File: config.mk
export PLATFORM = sky130hd
export DESIGN_NAME = ps2_tone_synth_flat
export DESIGN_NICKNAME = d
export VERILOG_FILES = /design/src/rtl/ps2_tone_synth_if.sv /design/src/rtl/ps2_tone_synth.sv /design/src/flat_wrapper.sv
export SDC_FILE = /design/constraint.sdc
export NUM_CORES = 1
export LEC_CHECK = 0
export ABC_AREA = 1
export BUFFER_PORTS_ARGS = -buffer_cell sky130_fd_sc_hd__buf_2
export CORE_MARGIN = 2
export CORE_UTILIZATION = 40
export CTS_CLUSTER_DIAMETER = 50
export CTS_CLUSTER_SIZE = 40
export DETAILED_ROUTE_END_ITERATION = 10
export PLACE_DENSITY_LB_ADDON = 0.05
export SETUP_SLACK_MARGIN = 0.3
export SYNTH_ARGS = -nofsm -noshare
export SYNTH_HDL_FRONTEND = slang
export SYNTH_SLANG_ARGS = --single-unit
File: constraint.sdc
create_clock -name clk -period 5.85 [get_ports clk]
set_input_delay 0.2925 -clock clk [delete_from_list [all_inputs] [get_ports clk]]
set_output_delay 0.2925 -clock clk [all_outputs]
set_load 0.01 [all_outputs]
File: src/rtl/ps2_tone_synth_if.sv
// Purpose: bundles the scan-code strobe from the PS/2 receiver with the tone and status outputs.
// Ports: scan_valid/scan_code flow into the synth; pwm_out, half_period, note_active,
//        note_idx, octave and muted flow out to the audio pin and display logic.
interface ps2_tone_synth_if #(
  parameter int HP_W = 20
) ();
  logic            scan_valid;
  logic [7:0]      scan_code;
  logic            pwm_out;
  logic [HP_W-1:0] half_period;
  logic            note_active;
  logic [2:0]      note_idx;
  logic [1:0]      octave;
  logic            muted;

  // master = scan-code source / status consumer, slave = the tone synth
  modport master (
    output scan_valid, scan_code,
    input  pwm_out, half_period, note_active, note_idx, octave, muted
  );
  modport slave (
    input  scan_valid, scan_code,
    output pwm_out, half_period, note_active, note_idx, octave, muted
  );
endinterface

File: src/rtl/ps2_tone_synth.sv
// Purpose: decodes PS/2 set-2 make/break/extended bytes into note, octave and mute state and
//          drives a square wave whose levels each last exactly half_period cycles.
// Latency: status registers update one edge after the strobe; half_period is combinational from them.
// Backpressure: none; every strobed byte is consumed in its cycle.
// Ports: clk, reset (sync, active-low), bus (slave side of ps2_tone_synth_if).
module ps2_tone_synth #(
  parameter int HP_W     = 20,
  parameter int OCT_MAX  = 3,
  parameter bit SHIFT_EN = 1'b1
) (
  input  logic clk,
  input  logic reset,
  ps2_tone_synth_if.slave bus
);

  localparam logic [1:0] OCT_MAX_L = 2'(OCT_MAX);

  typedef enum logic [1:0] {S_IDLE, S_EXT, S_BREAK, S_EXT_BREAK} state_t;

  state_t          state, state_nxt;
  logic            is_make, is_break;
  logic            key_note, key_shift;
  logic [2:0]      key_idx;
  logic            note_active_q, shift_held, z_held, x_held, mute_held, muted_q;
  logic [2:0]      note_idx_q;
  logic [1:0]      oct_reg, oct_eff;
  logic [2:0]      oct_sum;
  logic [31:0]     tbl_raw;
  logic [HP_W-1:0] hp_now, hp_q, cnt;
  logic            pwm_q;

  // Decoder state register
  always_ff @(posedge clk) begin
    if (!reset) state <= S_IDLE;
    else        state <= state_nxt;
  end

  // Decoder next state; flags a plain make or a plain break for the key logic
  always_comb begin
    state_nxt = state;
    is_make   = 1'b0;
    is_break  = 1'b0;
    if (bus.scan_valid) begin
      case (state)
        S_IDLE: begin
          if (bus.scan_code == 8'hE0)      state_nxt = S_EXT;
          else if (bus.scan_code == 8'hF0) state_nxt = S_BREAK;
          else                             is_make   = 1'b1;
        end
        S_EXT:       state_nxt = (bus.scan_code == 8'hF0) ? S_EXT_BREAK : S_IDLE;
        S_BREAK: begin
          is_break  = 1'b1;
          state_nxt = S_IDLE;
        end
        S_EXT_BREAK: state_nxt = S_IDLE;
        default:     state_nxt = S_IDLE;
      endcase
    end
  end

  // Note key lookup
  always_comb begin
    key_note = 1'b1;
    key_idx  = 3'd0;
    case (bus.scan_code)
      8'h23:   key_idx = 3'd0;
      8'h2D:   key_idx = 3'd1;
      8'h3A:   key_idx = 3'd2;
      8'h2B:   key_idx = 3'd3;
      8'h1B:   key_idx = 3'd4;
      8'h4B:   key_idx = 3'd5;
      8'h21:   key_idx = 3'd6;
      default: key_note = 1'b0;
    endcase
  end

  assign key_shift = (bus.scan_code == 8'h12) || (bus.scan_code == 8'h59);

  // Key state. Held flags make octave/mute act on the first make only, so typematic repeats are inert.
  always_ff @(posedge clk) begin
    if (!reset) begin
      note_active_q <= 1'b0;
      note_idx_q    <= 3'd0;
      shift_held    <= 1'b0;
      z_held        <= 1'b0;
      x_held        <= 1'b0;
      mute_held     <= 1'b0;
      muted_q       <= 1'b0;
      oct_reg       <= 2'd0;
    end else begin
      if (is_make) begin
        if (key_note) begin
          note_active_q <= 1'b1;
          note_idx_q    <= key_idx;
        end
        if (key_shift) shift_held <= 1'b1;
        if (bus.scan_code == 8'h1A) begin
          if (!z_held && oct_reg != 2'd0) oct_reg <= oct_reg - 2'd1;
          z_held <= 1'b1;
        end
        if (bus.scan_code == 8'h22) begin
          if (!x_held && oct_reg < OCT_MAX_L) oct_reg <= oct_reg + 2'd1;
          x_held <= 1'b1;
        end
        if (bus.scan_code == 8'h0D) begin
          if (!mute_held) muted_q <= ~muted_q;
          mute_held <= 1'b1;
        end
      end
      if (is_break) begin
        // only releasing the latched note silences it
        if (key_note && note_active_q && key_idx == note_idx_q) begin
          note_active_q <= 1'b0;
          note_idx_q    <= 3'd0;
        end
        if (key_shift)               shift_held <= 1'b0;
        if (bus.scan_code == 8'h1A) z_held     <= 1'b0;
        if (bus.scan_code == 8'h22) x_held     <= 1'b0;
        if (bus.scan_code == 8'h0D) mute_held  <= 1'b0;
      end
    end
  end

  // Shift boost saturates at the same ceiling as the octave register
  assign oct_sum = {1'b0, oct_reg} + {2'b00, SHIFT_EN & shift_held};
  assign oct_eff = (oct_sum > {1'b0, OCT_MAX_L}) ? OCT_MAX_L : oct_sum[1:0];

  // Octave-0 half periods at 100 MHz
  always_comb begin
    case (note_idx_q)
      3'd0:    tbl_raw = 32'd191116;
      3'd1:    tbl_raw = 32'd170264;
      3'd2:    tbl_raw = 32'd151689;
      3'd3:    tbl_raw = 32'd143172;
      3'd4:    tbl_raw = 32'd127551;
      3'd5:    tbl_raw = 32'd113636;
      3'd6:    tbl_raw = 32'd101239;
      default: tbl_raw = 32'd0;
    endcase
  end

  assign hp_now = note_active_q ? (HP_W'(tbl_raw) >> oct_eff) : '0;

  // Tone generator. Any change of half_period (seen as hp_now != hp_q) restarts from low so a
  // retune never produces a short or long level.
  always_ff @(posedge clk) begin
    if (!reset) begin
      hp_q  <= '0;
      cnt   <= '0;
      pwm_q <= 1'b0;
    end else begin
      hp_q <= hp_now;
      if (muted_q || hp_now == '0 || hp_now != hp_q) begin
        cnt   <= '0;
        pwm_q <= 1'b0;
      end else if (cnt == hp_now - HP_W'(1)) begin
        cnt   <= '0;
        pwm_q <= ~pwm_q;
      end else begin
        cnt <= cnt + HP_W'(1);
      end
    end
  end

  assign bus.pwm_out     = pwm_q;
  assign bus.half_period = hp_now;
  assign bus.note_active = note_active_q;
  assign bus.note_idx    = note_idx_q;
  assign bus.octave      = oct_eff;
  assign bus.muted       = muted_q;

endmodule

File: src/flat_wrapper.sv
// flat-port wrapper written by rule: the top's interface ports become plain ports
module ps2_tone_synth_flat 
#(
  parameter int HP_W     = 20,
  parameter int OCT_MAX  = 3,
  parameter bit SHIFT_EN = 1'b1
)
  (clk, reset, bus_scan_valid, bus_scan_code, bus_pwm_out, bus_half_period, bus_note_active, bus_note_idx, bus_octave, bus_muted);
  ps2_tone_synth_if #(.HP_W(HP_W)) bus_i ();
  input  logic clk;
  input  logic reset;
  input wire logic [$bits(bus_i.scan_valid)-1:0] bus_scan_valid;
  input wire logic [$bits(bus_i.scan_code)-1:0] bus_scan_code;
  output wire logic [$bits(bus_i.pwm_out)-1:0] bus_pwm_out;
  output wire logic [$bits(bus_i.half_period)-1:0] bus_half_period;
  output wire logic [$bits(bus_i.note_active)-1:0] bus_note_active;
  output wire logic [$bits(bus_i.note_idx)-1:0] bus_note_idx;
  output wire logic [$bits(bus_i.octave)-1:0] bus_octave;
  output wire logic [$bits(bus_i.muted)-1:0] bus_muted;
  assign bus_i.scan_valid = bus_scan_valid;
  assign bus_i.scan_code = bus_scan_code;
  assign bus_pwm_out = bus_i.pwm_out;
  assign bus_half_period = bus_i.half_period;
  assign bus_note_active = bus_i.note_active;
  assign bus_note_idx = bus_i.note_idx;
  assign bus_octave = bus_i.octave;
  assign bus_muted = bus_i.muted;
  ps2_tone_synth #(.HP_W(HP_W), .OCT_MAX(OCT_MAX), .SHIFT_EN(SHIFT_EN)) u_core (.clk(clk), .reset(reset), .bus(bus_i));
endmodule
==> flow_summary_export.csv, run 1 <==
group,metric,value,unit
cells_and_area,top_register,"u_core.cnt",
worst_setup_path,cp_slowest_stage_delay,0.49,ns
route,wl_per_cell,14.0,um
clocking,numCtsBuffers,5,
sta,post-route-min-period,3.55,ns
clocking,clock_path_buffers,2,
floorplan,num_rows,35,
worst_setup_path,slowest_stage,"nand2_2",
worst_setup_path,cp.required,6.04,ns
clocking,cts-resized-gates,0,
sta,fin_ws,2.30,ns
sta,drv_slew,0,
worst_setup_path,critPathLaunchType,"flop",
logic_synthesis,synth_cells,587,
worst_setup_path,crit_buf_inv,3,
cells_and_area,area_delta_synth_final,8.44,%
grt,grt_pass1_vias,3461,
clocking,htree_levels,2,
clocking,cts_root_buffer,"clkbuf_8",
logic_synthesis,synth.top_cell.area_share,26.8,%
floorplan,fp.dieH,103,um
sta,hold_viol,0,
place,place_ws,2.29,ns
clocking,clock-sinks,52,
logic_synthesis,synth_area,3880,um^2
floorplan,die_area,10500,um^2
clocking,clk_pin_slew,0.10,ns
sta,fin_worst_skew,0.00736,ns
sta,max_slew.worst_pin.slew,0.887,ns
power_and_ir_drop,vdd_drop_max,0.109,mV
power_and_ir_drop,power_density,160,nW/um^2
logic_synthesis,synth_warnings,0,
power_and_ir_drop,cellLeakagePower,1.86,nW
cells_and_area,layout-drive-gt1-share,18.1,%
worst_setup_path,cpMostUsedCell,"nand2_1",
logic_synthesis,synthFlopType,"dfxtp_1",
logic_synthesis,synth_area_leaders,"dfxtp_1, nand2_1, nand3_1",
floorplan,core,9330,um^2
worst_setup_path,critPathMaxFanout,20,
clocking,cts_setup_buffers,0,
floorplan,io_pins,39,
worst_setup_path,path_cells,"ha_1, inv_1, nand2_4, inv_2, nand4_1, nand2_1, nand2_1, nand2_1, ha_1, inv_1, nand2_1, nand2_1, nand2_1, nand3_1, nor3_1, nand4_1, nor2_2, nand3_1, nand2_2, nor2_2",
cells_and_area,final_cell_mix,"nand2_1, inv_1, nor2_1",
route,dr.pass1.iters,4,
clocking,cts_hold_buf,0,
grt,grt_max_degree,23,
logic_synthesis,synth_enable_flop_cells,0,
cells_and_area,final_common_cell,"nand2_1",
route,ant_nets,0,
worst_hold_path,hold_path_class,"input pin to flop",
logic_synthesis,synth_seq_cells,52,
sta,period_share,60.7,%
route,drt_iter0_markers,213,
floorplan,start_util,41.6,%
worst_setup_path,crit_path_end_kind,"flop",
place,gpl.final_weighted_congestion,0.965,
worst_setup_path,critPathKind,"flop to flop",
grt,gr-total-overflow,0,
floorplan,die_w,103,um
worst_setup_path,cp.arrival,3.74,ns
cells_and_area,fill_cells,1009,
route,drcViolationCount,0,
logic_synthesis,async_flop_share,0,%
route,vias,3772,
cells_and_area,nets,633,
place,dp_hpwl,8.37,mm
grt,grt_use_total,20.8,%
status,outcome,"finished clean",
grt,grt_pass1_wl,17.1,mm
route,viasPerCell,5.05,
sta,max_freq,282,MHz
logic_synthesis,synth.distinct_cells,47,
logic_synthesis,synth_top_area_cell,"dfxtp_1",
route,finalWirelength,10.5,mm
clocking,clk_latency,0.31,ns
sta,rsz0062_at_grt,"false",
flow_run,maxCapViolCount,0,
worst_setup_path,crit_family,"simple AND/OR/NAND/NOR gates",
place,portBuffers,36,
sta,finalSetupViolations,0,
logic_synthesis,synth-seq-area-share,26.8,%
clocking,cts_tree,"built",
cells_and_area,antenna_cells,0,
grt,antenna_found_initial,0,
logic_synthesis,syn_avg_cell_area,6.62,um^2
cells_and_area,largest_reg_flops,20,
sta,tns,0,ns
sta,relSlewSlack,40.1,%
[Yosys cell counts, drive strengths merged, types with 4 or more instances]
library cell	n
o21ai	12
nor2	93
xor2	29
a22oi	4
nor3	15
nand4	15
nand2	143
dfxtp	52
buf	12
nand3	66
inv	85
a21oi	15
ha	5
xnor2	5
nor4	5
a31oi	4
[metal layers]
metal	GRT usage (%)	part of all wire, %
met5	0	0
met4	4.51	0.72
met3	2.24	4.7
met2	32.9	44
met1	30.7	51
[area by class of cell]
type	count	area [um^2]	share of cell area, %
Clock inverter	3	42.5	1.01
Inverter	85	327	7.75
Sequential cell	52	1040	24.7
Clock buffer	5	68.8	1.63
Timing Repair Buffer	36	180	4.28
Multi-Input combinational cell	437	2390	56.8
Tap cell	129	161	3.83
[tightest hold or removal path: cells and delay by family]
| kind | cells | cell delay, ns |
|---|---|---|
| compound gates | 2 | 0.13 |
| buf+inv | 1 | 0.17 |
[report_power, final]
part	total [mW]	switching [mW]	internal (mW)
logic	0.0600	0.0423	0.0178
registers	0.359	0.00269	0.356
clock network	0.257	0.130	0.127
[worst paths after layout]
check / start / endpoint / slack, ns / depth (start not counted)
worst max-delay path: u_core.oct_reg[0] / u_core.cnt[0] / 2.30 / 20
worst min register to register: u_core.z_held / u_core.z_held / 0.49 / 2
worst min-delay path: reset / u_core.state[0] / 0.32 / 3
worst max register to register: u_core.oct_reg[0] / u_core.cnt[0] / 2.30 / 20
[stage by stage]
stage | utilization [%] | std cells | power (mW) | hold slack, ns | instance area (um^2)
after floorplan | - | 588 | 0.411 | 0.431 | 3890
after global routing | 45.2 | 747 | 0.708 | 0.329 | 4210
after detailed placement | 44.0 | 739 | 0.427 | 0.476 | 4100
after global placement | 44.0 | 739 | 0.426 | 0.461 | 4100
final | 45.2 | 747 | 0.676 | 0.318 | 4210
after CTS | 45.2 | 747 | 0.685 | 0.312 | 4210
[kinds of logic (layout without fill, tap and decap cells)]
kind of cell               after synthesis  after routing  share of synthesized area, %
and+or+nand+nor                        345            345                          43.5
buffers and inverters                   99            129                          11.7
DFF                                     52             52                          26.8
AOI/OAI and AO/OA                       50             50                          7.96
xor gates and xnor gates                34             34                          8.05
adders and majority gates                5              5                          1.61
other                                    1              2                        0.0966
muxes                                    1              1                         0.258
No activity file was read; power rests on OpenSTA's default activity.
==> inputs of run 2 (changes only) <==
==> constraint.sdc (replaced) <==
create_clock -name clk -period 3.7 [get_ports clk]
set_input_delay 0.185 -clock clk [delete_from_list [all_inputs] [get_ports clk]]
set_output_delay 0.185 -clock clk [all_outputs]
set_load 0.01 [all_outputs]
==> run 2 against run 1 <==
Net effect: final cell count up 1.5%; critical path type unchanged; worst hold slack got worse by 0.096 ns; clock power is 24% higher; sequential power rose by 58%; largest power group unchanged; clock skew fell by 0.0019 ns.
==> flow_summary_export.csv, run 2 (same netlist as run 1, synthesis figures left out) <==
group,metric,value,unit
power_and_ir_drop,cellLeakagePower,1.93,nW
clocking,clk_latency,0.31,ns
clocking,clk_pin_slew,0.09,ns
power_and_ir_drop,vdd_drop_max,0.165,mV
route,ant_nets,0,
cells_and_area,final-seq-area,1040,um^2
clocking,clock-sinks,52,
cells_and_area,layout-drive-gt1-share,20.0,%
sta,fin_worst_skew,0.00541,ns
flow_run,maxCapViolCount,0,
place,gpl.final_weighted_congestion,0.878,
grt,grt_pass1_wl,17.0,mm
grt,antenna_found_initial,0,
sta,max_slew.worst_pin.slew,0.933,ns
sta,max_freq,331,MHz
worst_setup_path,critPathKind,"flop to flop",
place,portBuffers,36,
floorplan,start_util,41.6,%
route,vias,3749,
clocking,numCtsBuffers,5,
grt,grt_use_total,20.9,%
cells_and_area,final_cell_mix,"nand2_1, inv_1, nor2_1",
floorplan,die_area,10500,um^2
status,outcome,"finished clean",
sta,period_share,81.7,%
worst_setup_path,critPathMaxFanout,20,
route,finalWirelength,10.5,mm
route,drcViolationCount,0,
sta,tns,0,ns
cells_and_area,final_common_cell,"nand2_1",
sta,relSlewSlack,37.0,%
sta,fin_ws,0.676,ns
place,place_area,4120,um^2
cells_and_area,multi_input_area,2420,um^2
power_and_ir_drop,power_density,228,nW/um^2
floorplan,num_rows,35,
clocking,cts_tree,"built",
floorplan,core,9330,um^2
cells_and_area,top_register,"u_core.cnt",
sta,rsz0062_at_grt,"false",
clocking,htree_levels,2,
worst_setup_path,cp.required,3.91,ns
sta,post-route-min-period,3.02,ns
worst_setup_path,cp.arrival,3.23,ns
cells_and_area,largest_reg_flops,20,
cells_and_area,antenna_cells,0,
floorplan,fp.dieH,103,um
worst_hold_path,hold_path_class,"input pin to flop",
route,drt_iter0_markers,264,
floorplan,die_w,103,um
worst_setup_path,critPathLaunchType,"flop",
sta,finalSetupViolations,0,
grt,grt_pass1_vias,3406,
floorplan,io_pins,39,
place,dp_hpwl,8.45,mm
clocking,cts_root_buffer,"clkbuf_8",
clocking,clock_path_buffers,2,
clocking,cts_hold_buf,0,
route,viasPerCell,4.95,
sta,drv_slew,0,
route,wl_per_cell,13.9,um
cells_and_area,design_area,4320,um^2
cells_and_area,area_delta_synth_final,11.1,%
cells_and_area,fill_cells,1016,
grt,gr-total-overflow,0,
grt,grt_max_degree,23,
place,place_ws,0.324,ns
worst_setup_path,crit_path_end_kind,"flop",
route,dr.pass1.iters,5,
sta,hold_viol,0,
cells_and_area,nets,645,
cells_and_area,utilization,46.3,%
run 2: changes by cell type in the layout (fill, tap and decap cells not counted), sizes merged:
cell,before,now
clkinvlp,1,0
clkbuf,5,6
bufinv,1,0
buf,36,48
run 2: worst paths after layout:
check,slack (ns),start,to,cells after the start
setup / recovery,0.68,u_core.oct_reg[0],u_core.cnt[14],22
hold / removal,0.22,reset,u_core.oct_reg[0],3
setup reg to reg,0.68,u_core.oct_reg[0],u_core.cnt[14],22
hold reg to reg,0.50,u_core.z_held,u_core.z_held,2
run 2: per-layer routing:
layer  share of wire, %  global-route usage (%)  vias to the layer above
li1                   -                       -                     1966
met1                 51                    30.9                     1709
met2                 44                    32.9                       67
met3                4.2                    2.64                        7
met4               0.74                    3.69                        0
met5                  0                       0                        -
run 2: stage by stage:
| stage | power [mW] | std cells | hold WS, ns |
|---|---|---|---|
| floorplan | 0.649 | 588 | 0.323 |
| global placement | 0.675 | 742 | 0.469 |
| detailed placement | 0.676 | 742 | 0.477 |
| CTS | 0.995 | 749 | 0.222 |
| global route | 1.03 | 758 | 0.212 |
| finish | 0.984 | 758 | 0.222 |
run 2: timing repair:
item                       4_1_cts  5_1_grt
resized for setup                0       12
setup buffers                    0        9
setup endpoints to repair        0       21
run 2: area by class of cell:
class / count / area share [%]
clock buffers: 6 / 1.68
clock inverters: 1 / 0.116
inverters: 85 / 7.68
multi-input cells: 437 / 56.1
flip-flops and latches: 52 / 24.1
well taps: 129 / 3.74
repair buffers: 48 / 6.55
run 2: power by group:
group          switching [mW]  internal (mW)  total (mW)
combinational          0.0676         0.0304      0.0979
sequential            0.00438          0.563       0.568
clock                   0.189          0.129       0.319
run 2: worst max-delay path, stage by stage, from the launching register on:
cell	delay (ns)
dfxtp_1	0.38
ha_1	0.23
nand2_1	0.10
nand2_4	0.17
buf_4	0.17
nand2_1	0.05
nand2_1	0.05
inv_1	0.05
nand2_1	0.05
nand2_1	0.07
inv_2	0.14
nand2_2	0.08
nor2_4	0.26
nand2_4	0.14
nand2_1	0.12
xor2_1	0.10
nor2_1	0.10
nand3_1	0.09
nor2_2	0.14
nand3_1	0.09
nand2_2	0.11
buf_12	0.19
nor2_2	0.04
==> inputs of run 3 (changes only) <==
--- a/config.mk
+++ b/config.mk
@@ -5,7 +5,7 @@
 export SDC_FILE = /design/constraint.sdc
 export NUM_CORES = 1
 export LEC_CHECK = 0
-export ABC_AREA = 1
+export ABC_AREA = 0
 export BUFFER_PORTS_ARGS = -buffer_cell sky130_fd_sc_hd__buf_2
 export CORE_MARGIN = 2
 export CORE_UTILIZATION = 40
==> constraint.sdc (replaced) <==
create_clock -name clk -period 2.6 [get_ports clk]
set_input_delay 0.13 -clock clk [delete_from_list [all_inputs] [get_ports clk]]
set_output_delay 0.13 -clock clk [all_outputs]
set_load 0.01 [all_outputs]
==> run 3 against run 2 <==
Net effect: the flow now finishes with violations (negative setup slack); maximum frequency decreased by 15%; first-iteration DRC count increased by 47%; critical path depth decreased by 6; die area increased by 16%.
==> flow_summary_export.csv, run 3 <==
group,metric,value,unit
status,outcome,"finished with violations",
status,violations,"negative setup slack",
worst_setup_path,crit_buf_inv,2,
logic_synthesis,synth_enable_flop_cells,0,
worst_setup_path,path_cells,"ha_4, buf_6, o21ai_1, a211oi_2, a211o_1, nor2_2, inv_2, ha_4, xnor2_2, a221oi_2, o31ai_1, nor4b_1, nand4_1, a211o_1, or4b_4, a21oi_2",
worst_hold_path,min_to,"u_core.state[0]",
worst_setup_path,r2r_start,"u_core.oct_reg[0]",
cells_and_area,final_cell_mix,"buf_4, nor2_1, dfxtp_1",
logic_synthesis,synth_seq_cells,52,
cells_and_area,antenna_cells,0,
grt,antenna_found_initial,0,
route,drt_iter0_markers,389,
flow_run,maxCapViolCount,0,
logic_synthesis,synth_cells,618,
floorplan,die_w,111,um
clocking,clk_pin_slew,0.08,ns
clocking,numCtsBuffers,5,
floorplan,io_pins,39,
sta,period_share,137,%
power_and_ir_drop,power_density,262,nW/um^2
route,drcViolationCount,0,
cells_and_area,top_register,"u_core.cnt",
cells_and_area,final_common_cell,"buf_4",
sta,timing.hold.ws,0.166,ns
route,viasPerCell,5.83,
clocking,clk_latency,0.31,ns
sta,max_freq,281,MHz
logic_synthesis,synth_area_leaders,"dfxtp_1, nor2_1, xnor2_1",
route,dr.pass1.iters,5,
grt,grt_pass1_wl,27.6,mm
logic_synthesis,synthFlopType,"dfxtp_1",
logic_synthesis,async_flop_share,0,%
cells_and_area,largest_reg_flops,20,
sta,drv_slew,0,
floorplan,num_rows,38,
power_and_ir_drop,vdd_drop_max,0.386,mV
worst_setup_path,critPathLaunchType,"flop",
floorplan,start_util,41.4,%
clocking,htree_levels,2,
worst_setup_path,cp.arrival,3.80,ns
power_and_ir_drop,fin_total_pwr,1.76,mW
sta,max_slew.worst_pin.slew,0.695,ns
sta,hold_viol,0,
logic_synthesis,synth.top_cell.area_share,22.9,%
logic_synthesis,synthTopCellsByCount,"nor2_1, dfxtp_1, nand2_1",
cells_and_area,area_delta_synth_final,48.1,%
grt,gr-total-overflow,0,
worst_setup_path,critPathMaxFanout,6,
place,place_area,5610,um^2
worst_setup_path,slowest_stage,"or4b_4",
place,gpl.final_weighted_congestion,0.988,
worst_setup_path,critPathKind,"flop to flop",
worst_setup_path,crit_path_end_kind,"flop",
sta,rsz0062_at_grt,"true",
worst_setup_path,worstRegToRegCells,16,
route,finalWirelength,17.4,mm
floorplan,die_area,12200,um^2
sta,fin_ws,-0.953,ns
cells_and_area,layout-drive-gt1-share,38.8,%
sta,fin_worst_skew,0.00650,ns
grt,grt_use_total,28.0,%
route,wl_per_cell,19.2,um
worst_hold_path,hold_depth,4,
grt,grt_max_degree,28,
logic_synthesis,yosys.cell_count.top_type,"nor2_1",
logic_synthesis,synth-seq-area-share,22.9,%
clocking,clock_path_buffers,2,
floorplan,fp.dieH,111,um
worst_setup_path,cp.required,2.85,ns
logic_synthesis,synth_warnings,0,
route,ant_nets,0,
floorplan,core,11000,um^2
place,dp_hpwl,12.6,mm
worst_hold_path,hold_path_class,"input pin to flop",
cells_and_area,utilization,61.3,%
power_and_ir_drop,cellLeakagePower,2.62,nW
worst_setup_path,crit_start,"u_core.oct_reg[0]",
logic_synthesis,synth_top_area_cell,"dfxtp_1",
clocking,cts_tree,"built",
clocking,clock-sinks,52,
worst_hold_path,min_from,"bus_scan_valid",
route,vias,5286,
sta,tns,-20.47,ns
sta,finalSetupViolations,27,
worst_setup_path,r2r_end,"u_core.bus.pwm_out",
grt,grt_pass1_vias,5104,
logic_synthesis,syn_avg_cell_area,7.36,um^2
logic_synthesis,synth_area,4550,um^2
worst_setup_path,crit_family,"compound AO/OA/AOI/OAI gates",
cells_and_area,fill_cells,988,
place,portBuffers,36,
worst_setup_path,rrSetupSlack,-0.95,ns
cells_and_area,nets,781,
clocking,cts_root_buffer,"clkbuf_16",
worst_setup_path,cp_slowest_stage_delay,0.50,ns
sta,relSlewSlack,53.4,%
cells_and_area,design_area,6740,um^2
logic_synthesis,synth.distinct_cells,85,
sta,post-route-min-period,3.55,ns
==> run 3: changes by cell type after synthesis, moves of 16 or more <==
cell	previous run	this run
nor2_1	65	82
buf_2	1	19
nand2_1	125	35
inv_1	77	24
xnor2_1	5	27
nand3_1	58	25
a21oi_1	14	30
o21ai_0	12	30
nor2_2	25	0
==> run 3: where the power goes <==
group	internal, mW	total [mW]	switching [mW]	leakage (nW)
clock	0.461	0.806	0.345	0.0857
sequential	0.796	0.798	0.00204	0.422
combinational	0.0675	0.159	0.0916	2.11
total	1.32	1.76	0.439	2.62
==> run 3: routing by layer <==
metal / GRT usage [%] / up-vias / part of all wire, %
li1: - / 2528 / -
met1: 38.9 / 2566 / 46
met2: 44.2 / 172 / 45
met3: 6.09 / 20 / 6.8
met4: 7.17 / 0 / 1.9
met5: 0 / - / 0
==> run 3: layout make-up <==
class,instances,area [um^2],area share [%]
repair buffers,189,1610,23.9
clock buffers,5,125,1.86
flip-flops and latches,52,1050,15.6
multi-input cells,489,3620,53.8
inverters,28,105,1.56
clock inverters,3,46.3,0.687
well taps,140,175,2.60
==> run 3: worst max path at each step <==
stage	cells after the start	end	slack, ns
finish	16	u_core.bus.pwm_out	-0.95
global route	19	u_core.cnt[11]	-1.17
CTS	15	u_core.bus.pwm_out	-0.92
detailed placement	16	u_core.bus.pwm_out	-0.98
global placement	15	u_core.bus.pwm_out	-0.88
floorplan	17	u_core.bus.pwm_out	-0.92
==> run 3: cells by family after synthesis <==
kind of cell / share of synthesized area (%)
and+or+nand+nor: 30.0
AOI/OAI and AO/OA: 26.8
buffers and inverters: 8.70
DFF: 22.9
xor gates and xnor gates: 9.38
adders and majority gates: 1.62
muxes: 0.468
other: 0.0825
==> run 3: repair_timing <==
item                                    4_1_cts  5_1_grt
hold buffers                                  0        0
endpoints found under the setup margin       38       41
pin swaps                                    39       10
gates cloned                                  3        0
resized for setup                           127       24
buffers inserted                             24        4
==> run 3: stage by stage <==
| stage | setup slack, ns | std cells |
|---|---|---|
| after floorplan | -0.916 | 619 |
| after global placement | -0.877 | 867 |
| after detailed placement | -0.979 | 867 |
| after CTS | -0.918 | 902 |
| after global routing | -1.17 | 906 |
| final | -0.953 | 906 |
==> run 3: worst register-to-register path: stages, from the launching register on <==
cell and delay (ns):
dfxtp_2 0.34, ha_4 0.28, buf_6 0.15, o21ai_1 0.13
a211oi_2 0.11, a211o_1 0.26, nor2_2 0.14, inv_2 0.07
ha_4 0.25, xnor2_2 0.13, a221oi_2 0.17, o31ai_1 0.12
nor4b_1 0.26, nand4_1 0.12, a211o_1 0.33, or4b_4 0.50
a21oi_2 0.13
